==> config.mk <==
export PLATFORM = sky130hd
export DESIGN_NAME = reg_scoreboard_flat
export DESIGN_NICKNAME = d
export VERILOG_FILES = /design/src/rtl/reg_scoreboard_if.sv /design/src/rtl/reg_scoreboard.sv /design/src/flat_wrapper.sv
export SDC_FILE = /design/constraint.sdc
export NUM_CORES = 1
export LEC_CHECK = 0
export ABC_CLOCK_PERIOD_IN_PS = 3500
export BUFFER_PORTS_ARGS = -buffer_cell sky130_fd_sc_hd__buf_2
export CAP_MARGIN = 10
export CORE_AREA = 2 2 101 103
export DETAILED_ROUTE_END_ITERATION = 8
export DIE_AREA = 0 0 103 105
export HOLD_SLACK_MARGIN = 0.08
export PLACE_DENSITY = 0.73
export REMOVE_ABC_BUFFERS = 1
export SLEW_MARGIN = 20
export SYNTH_ARGS = -nofsm -noshare
export SYNTH_HDL_FRONTEND = slang
export SYNTH_SLANG_ARGS = --single-unit
==> constraint.sdc <==
create_clock -name clk -period 3.5 [get_ports clk]
set_input_delay 0.525 -clock clk [delete_from_list [all_inputs] [get_ports clk]]
set_output_delay 0.525 -clock clk [all_outputs]
set_load 0.03 [all_outputs]
==> src/rtl/reg_scoreboard_if.sv <==
// Bundle of decode/writeback signals between the issue logic and the register scoreboard.
// The decode side offers id_valid. The scoreboard accepts the instruction with id_issue,
// which equals id_valid && !stall. An instruction is consumed only on a cycle where
// id_valid and id_issue are both high; otherwise decode holds it unchanged.
interface reg_scoreboard_if #(
  parameter int NBITS   = 5,
  parameter int NREGS   = 32,
  parameter int SELBITS = 2,
  parameter int CNTBITS = 32
);
  logic               id_valid;
  logic [NBITS-1:0]   id_rs;
  logic [NBITS-1:0]   id_rt;
  logic [NBITS-1:0]   id_rd;
  logic               id_use_rs;
  logic               id_use_rt;
  logic               id_reg_write;
  logic [SELBITS-1:0] id_sel_reg;
  logic               wb_valid;
  logic [NBITS-1:0]   wb_reg;
  logic               flush_all;
  logic               stall;
  logic [NBITS-1:0]   id_dst;
  logic               id_issue;
  logic [NREGS-1:0]   pending;
  logic [CNTBITS-1:0] stall_cnt;
  logic               err;

  modport master (
    output id_valid, id_rs, id_rt, id_rd, id_use_rs, id_use_rt, id_reg_write,
           id_sel_reg, wb_valid, wb_reg, flush_all,
    input  stall, id_dst, id_issue, pending, stall_cnt, err
  );

  modport slave (
    input  id_valid, id_rs, id_rt, id_rd, id_use_rs, id_use_rt, id_reg_write,
           id_sel_reg, wb_valid, wb_reg, flush_all,
    output stall, id_dst, id_issue, pending, stall_cnt, err
  );
endinterface

==> src/rtl/reg_scoreboard.sv <==
// Register-file scoreboard: tracks in-flight writes, stalls decode on RAW/WAW hazards,
// and keeps a saturating stall counter plus a sticky bad-writeback error flag.
module reg_scoreboard #(
  parameter int NBITS   = 5,
  parameter int NREGS   = 32,
  parameter int SELBITS = 2,
  parameter int CNTBITS = 32
) (
  input logic             clk,
  input logic             rst_n,
  reg_scoreboard_if.slave sb
);

  logic [NREGS-1:0]   pending_q;
  logic [NREGS-1:0]   pending_nxt;
  logic [NREGS-1:0]   eff;
  logic [CNTBITS-1:0] stall_cnt_q;
  logic               err_q;
  logic [NBITS-1:0]   dst;
  logic               dst_we;
  logic               stall;
  logic               issue;

  // Destination select uses the same encoding as the datapath mux.
  always_comb begin
    dst = '0;
    case (sb.id_sel_reg)
      SELBITS'(0): dst = sb.id_rt;
      SELBITS'(1): dst = '1;
      SELBITS'(2): dst = sb.id_rd;
      default:     dst = '0;
    endcase
  end

  assign dst_we = sb.id_reg_write && (sb.id_sel_reg != '1) && (dst != '0);

  // The register file writes in the first half-cycle, so a retiring write unblocks readers now.
  always_comb begin
    eff = pending_q;
    for (int i = 0; i < NREGS; i++) begin
      if (sb.wb_valid && (sb.wb_reg == NBITS'(i))) eff[i] = 1'b0;
    end
    eff[0] = 1'b0;
  end

  assign stall = sb.id_valid && ((sb.id_use_rs && eff[sb.id_rs]) ||
                                 (sb.id_use_rt && eff[sb.id_rt]) ||
                                 (dst_we && eff[dst]));
  assign issue = sb.id_valid && !stall;

  // Set is applied after clear so a same-cycle retire and re-issue leaves the bit set.
  always_comb begin
    pending_nxt = pending_q;
    if (sb.flush_all) begin
      pending_nxt = '0;
    end else begin
      if (sb.wb_valid) pending_nxt[sb.wb_reg] = 1'b0;
      if (issue && dst_we) pending_nxt[dst] = 1'b1;
    end
    pending_nxt[0] = 1'b0;
  end

  always_ff @(posedge clk or negedge rst_n) begin
    if (!rst_n) begin
      pending_q   <= '0;
      stall_cnt_q <= '0;
      err_q       <= 1'b0;
    end else begin
      pending_q <= pending_nxt;
      if (stall && (stall_cnt_q != '1)) stall_cnt_q <= stall_cnt_q + CNTBITS'(1);
      if (sb.wb_valid && !pending_q[sb.wb_reg] && (sb.wb_reg != '0) && !sb.flush_all)
        err_q <= 1'b1;
    end
  end

  assign sb.stall     = stall;
  assign sb.id_issue  = issue;
  assign sb.id_dst    = dst;
  assign sb.pending   = pending_q;
  assign sb.stall_cnt = stall_cnt_q;
  assign sb.err       = err_q;

endmodule

==> src/flat_wrapper.sv <==
// flat-port wrapper written by rule: the top's interface ports become plain ports
module reg_scoreboard_flat 
#(
  parameter int NBITS   = 5,
  parameter int NREGS   = 32,
  parameter int SELBITS = 2,
  parameter int CNTBITS = 32
)
  (clk, rst_n, sb_id_valid, sb_id_rs, sb_id_rt, sb_id_rd, sb_id_use_rs, sb_id_use_rt, sb_id_reg_write, sb_id_sel_reg, sb_wb_valid, sb_wb_reg, sb_flush_all, sb_stall, sb_id_dst, sb_id_issue, sb_pending, sb_stall_cnt, sb_err);
  reg_scoreboard_if #(.NBITS(NBITS), .NREGS(NREGS), .SELBITS(SELBITS), .CNTBITS(CNTBITS)) sb_i ();
  input logic clk;
  input logic rst_n;
  input wire logic [$bits(sb_i.id_valid)-1:0] sb_id_valid;
  input wire logic [$bits(sb_i.id_rs)-1:0] sb_id_rs;
  input wire logic [$bits(sb_i.id_rt)-1:0] sb_id_rt;
  input wire logic [$bits(sb_i.id_rd)-1:0] sb_id_rd;
  input wire logic [$bits(sb_i.id_use_rs)-1:0] sb_id_use_rs;
  input wire logic [$bits(sb_i.id_use_rt)-1:0] sb_id_use_rt;
  input wire logic [$bits(sb_i.id_reg_write)-1:0] sb_id_reg_write;
  input wire logic [$bits(sb_i.id_sel_reg)-1:0] sb_id_sel_reg;
  input wire logic [$bits(sb_i.wb_valid)-1:0] sb_wb_valid;
  input wire logic [$bits(sb_i.wb_reg)-1:0] sb_wb_reg;
  input wire logic [$bits(sb_i.flush_all)-1:0] sb_flush_all;
  output wire logic [$bits(sb_i.stall)-1:0] sb_stall;
  output wire logic [$bits(sb_i.id_dst)-1:0] sb_id_dst;
  output wire logic [$bits(sb_i.id_issue)-1:0] sb_id_issue;
  output wire logic [$bits(sb_i.pending)-1:0] sb_pending;
  output wire logic [$bits(sb_i.stall_cnt)-1:0] sb_stall_cnt;
  output wire logic [$bits(sb_i.err)-1:0] sb_err;
  assign sb_i.id_valid = sb_id_valid;
  assign sb_i.id_rs = sb_id_rs;
  assign sb_i.id_rt = sb_id_rt;
  assign sb_i.id_rd = sb_id_rd;
  assign sb_i.id_use_rs = sb_id_use_rs;
  assign sb_i.id_use_rt = sb_id_use_rt;
  assign sb_i.id_reg_write = sb_id_reg_write;
  assign sb_i.id_sel_reg = sb_id_sel_reg;
  assign sb_i.wb_valid = sb_wb_valid;
  assign sb_i.wb_reg = sb_wb_reg;
  assign sb_i.flush_all = sb_flush_all;
  assign sb_stall = sb_i.stall;
  assign sb_id_dst = sb_i.id_dst;
  assign sb_id_issue = sb_i.id_issue;
  assign sb_pending = sb_i.pending;
  assign sb_stall_cnt = sb_i.stall_cnt;
  assign sb_err = sb_i.err;
  reg_scoreboard #(.NBITS(NBITS), .NREGS(NREGS), .SELBITS(SELBITS), .CNTBITS(CNTBITS)) u_core (.clk(clk), .rst_n(rst_n), .sb(sb_i));
endmodule
==> impl_metrics.yaml <==
outcome:
  status: "finished clean"
setup_path:
  crit_path_start_kind: "input pin"
  path_class: "in2out"
  arrival_ns: 2.89
  reg2reg_depth: 10
  end_kind: "output port"
  crit_fanout: 10
  r2r_setup_slack_ns: 0.62
  r2r-end: "u_core.sb.stall_cnt[12]"
  reg2reg_from: "u_core.sb.pending[31]"
  required_ns: 2.97
finish:
  multi_input_comb_area_um2: 2960
  final_util: 0.624
  synthToLayoutAreaGrowth_pct: 25.7
  nets: 717
  num_antenna_cells: 0
  fill_cells: 890
  seqCellArea_um2: 1600
  drive_gt1_frac: 0.339
synthesis:
  ys_ff_latch: 64
  syn-instance-count: 551
  ys_warn_count: 0
  yosysSeqAreaShare: 0.334
  ys_types: 68
  syn-cell-area_um2: 4790
  synth_flop_cell: "dfrtp_1"
  syn_avg_cell_area_um2: 8.69
  async_reset_ff_frac: 1.00
  synth_edf_count: 0
placed_design:
  pre_cts_slack_ns: -0.0721
  gp_congestion: 1.01
  io_buffers: 100
  dpl.hpwl_um: 13700
job:
  drv_cap: 0
routing:
  viasPerCell: 6.29
  vias: 5181
  drcViolationCount: 0
  drt_iter0_markers: 483
  firstDrtPassIters: 7
  wire_per_inst_um: 21.7
  wl_um: 17900
  antenna_left: 0
clocking:
  clock_path_buffers: 2
  path_clk_slew_ns: 0.07
  cts-root-buf: "clkbuf_8"
  cts_tree: "done"
  htree_levels: 3
  cts_buffers: 9
  cts_num_sinks: 64
  clock_latency_ns: 0.35
  ctsHoldBuffers: 0
global_route:
  gr-usage-met3: 0.0635
  grt_max_degree: 38
  use_met2: 0.527
  grt_busiest_layer: "met2"
  grt_pass1_vias: 5015
  track_usage: 0.334
  grt_overflow: 0
  use_met1: 0.441
  grt_first_pass_wirelength_um: 27500
  antenna_found_initial: 0
sta:
  setup_tns_ns: 0
  fin_crit_sh: 0.975
  rsz0062_at_grt: "false"
  fin_skew_ns: 0.00808
  fmax_ghz: 0.293
  worst_pin_slew_ns: 0.719
  setup_viol: 0
  finalCriticalPeriod_ns: 3.41
  hold_slack_ns: 0.220
  slew_violations: 0
  fin_ws_ns: 0.0887
  max_slew_margin: 0.521
  hold_violations: 0
worst_hold_path:
  min_path_type: "in2async"
die:
  die_w_um: 103
  rows: 36
  io_pins: 102
  start_util: 0.497
  dieArea_um2: 10800
  core_area_um2: 9640
  die_h_um: 105
power:
  ir_worst_vdd_v: 0.000236
  total_power_uw: 1890
  p_leak_uw: 0.00272
  power_density_nw_per_um2: 314
==> worst max path at each step <==
stage | start | endpoint | slack [ns] | cells past startpoint
floorplan | sb_id_rt[1] | sb_id_issue | -0.08 | 8
global placement | sb_wb_reg[1] | sb_stall | -0.16 | 10
detailed placement | sb_wb_reg[1] | u_core.sb.stall_cnt[6] | -0.07 | 13
CTS | sb_wb_reg[1] | sb_stall | 0.008 | 11
global route | sb_wb_reg[4] | sb_id_issue | 0.01 | 11
finish | sb_wb_reg[0] | sb_stall | 0.09 | 10
==> metal layers <==
layer,up-vias,part of all wire
li1,2348,-
met1,2519,0.41
met2,265,0.47
met3,49,0.082
met4,0,0.039
met5,-,0
==> repair_timing <==
item | in CTS | in global routing
gates resized for setup | 1 | 13
setup endpoints to repair | 2 | 2
buffers inserted | 0 | 0
==> layout by cell type, fill, tap and decap left out, drive strengths merged, types with 8 or more instances in the layout <==
cell and instances:
mux4 8, nand2 49, inv 14, nor3 20, o21ai 41, nand4 15, a22o 8, o2bb2ai 8
and3 18, mux2i 8, nand3 19, a31o 25, o211ai 9, buf 166, nor2 49, nand3b 10
dfrtp 64, a21oi 13, xnor2 31, clkbuf 9
==> power breakdown <==
group / total, uW / internal [uW] / switching [uW] / leakage (uW)
Sequential: 795 / 764 / 30.2 / 0.000882
Combinational: 458 / 160 / 298 / 0.00174
Clock: 640 / 328 / 312 / 0.0000952
==> final cells by class <==
class                   instances  share of cell area
repair buffers                166               0.174
multi-input cells             431               0.491
clock buffers                   9              0.0206
clock inverters                 7              0.0121
well taps                     133              0.0276
flip-flops and latches         64               0.266
inverters                      14             0.00873
==> cell families (layout without fill, tap and decap cells) <==
| family | after synthesis | in the layout | synth area share |
|---|---|---|---|
| and+or+nand+nor | 233 | 233 | 0.268 |
| other | 1 | 1 | 0.000783 |
| adders and majority gates | 1 | 1 | 0.00261 |
| muxes | 18 | 18 | 0.0590 |
| buffers and inverters | 56 | 196 | 0.0549 |
| AOI/OAI and AO/OA | 147 | 147 | 0.224 |
| xor gates and xnor gates | 31 | 31 | 0.0567 |
| DFF | 64 | 64 | 0.334 |
==> registers in the layout (all words and copies together) (netlist names) <==
signal               count
u_core.sb.pending       31
u_core.sb.err            1
u_core.sb.stall_cnt     32
==> cells in the mapped netlist (7+ instances only) <==
cell type | count | area share
mux4_2 | 8 | 0.038
nand3_1 | 18 | 0.019
o2bb2ai_1 | 8 | 0.015
nand4_1 | 15 | 0.020
and3_1 | 18 | 0.024
mux2i_1 | 8 | 0.017
nor2_1 | 48 | 0.038
o22ai_1 | 7 | 0.0091
a21oi_1 | 13 | 0.014
nor3_1 | 19 | 0.020
a22o_1 | 8 | 0.015
xnor2_1 | 31 | 0.057
clkbuf_1 | 19 | 0.015
a31o_2 | 24 | 0.044
dfrtp_1 | 64 | 0.33
inv_1 | 14 | 0.011
o21ai_0 | 34 | 0.036
nand3b_1 | 10 | 0.016
buf_2 | 12 | 0.013
nand2_1 | 49 | 0.038
o211ai_1 | 9 | 0.014
==> critical path, stage by stage <==
cell	delay, ns
buf_2	0.18
nand4b_1	0.21
o21ai_0	0.17
buf_4	0.19
a22o_1	0.19
o211ai_1	0.28
o211ai_1	0.16
or4_4	0.56
a31oi_1	0.20
buf_2	0.22
==> stage by stage <==
stage	cell area (um^2)	instances
2_1_floorplan	4580	509
3_3_place_gp	5790	808
3_5_place_dp	5790	808
4_1_cts	5990	824
5_1_grt	6020	824
6_report	6020	824
(Power assumes the default switching activity.)
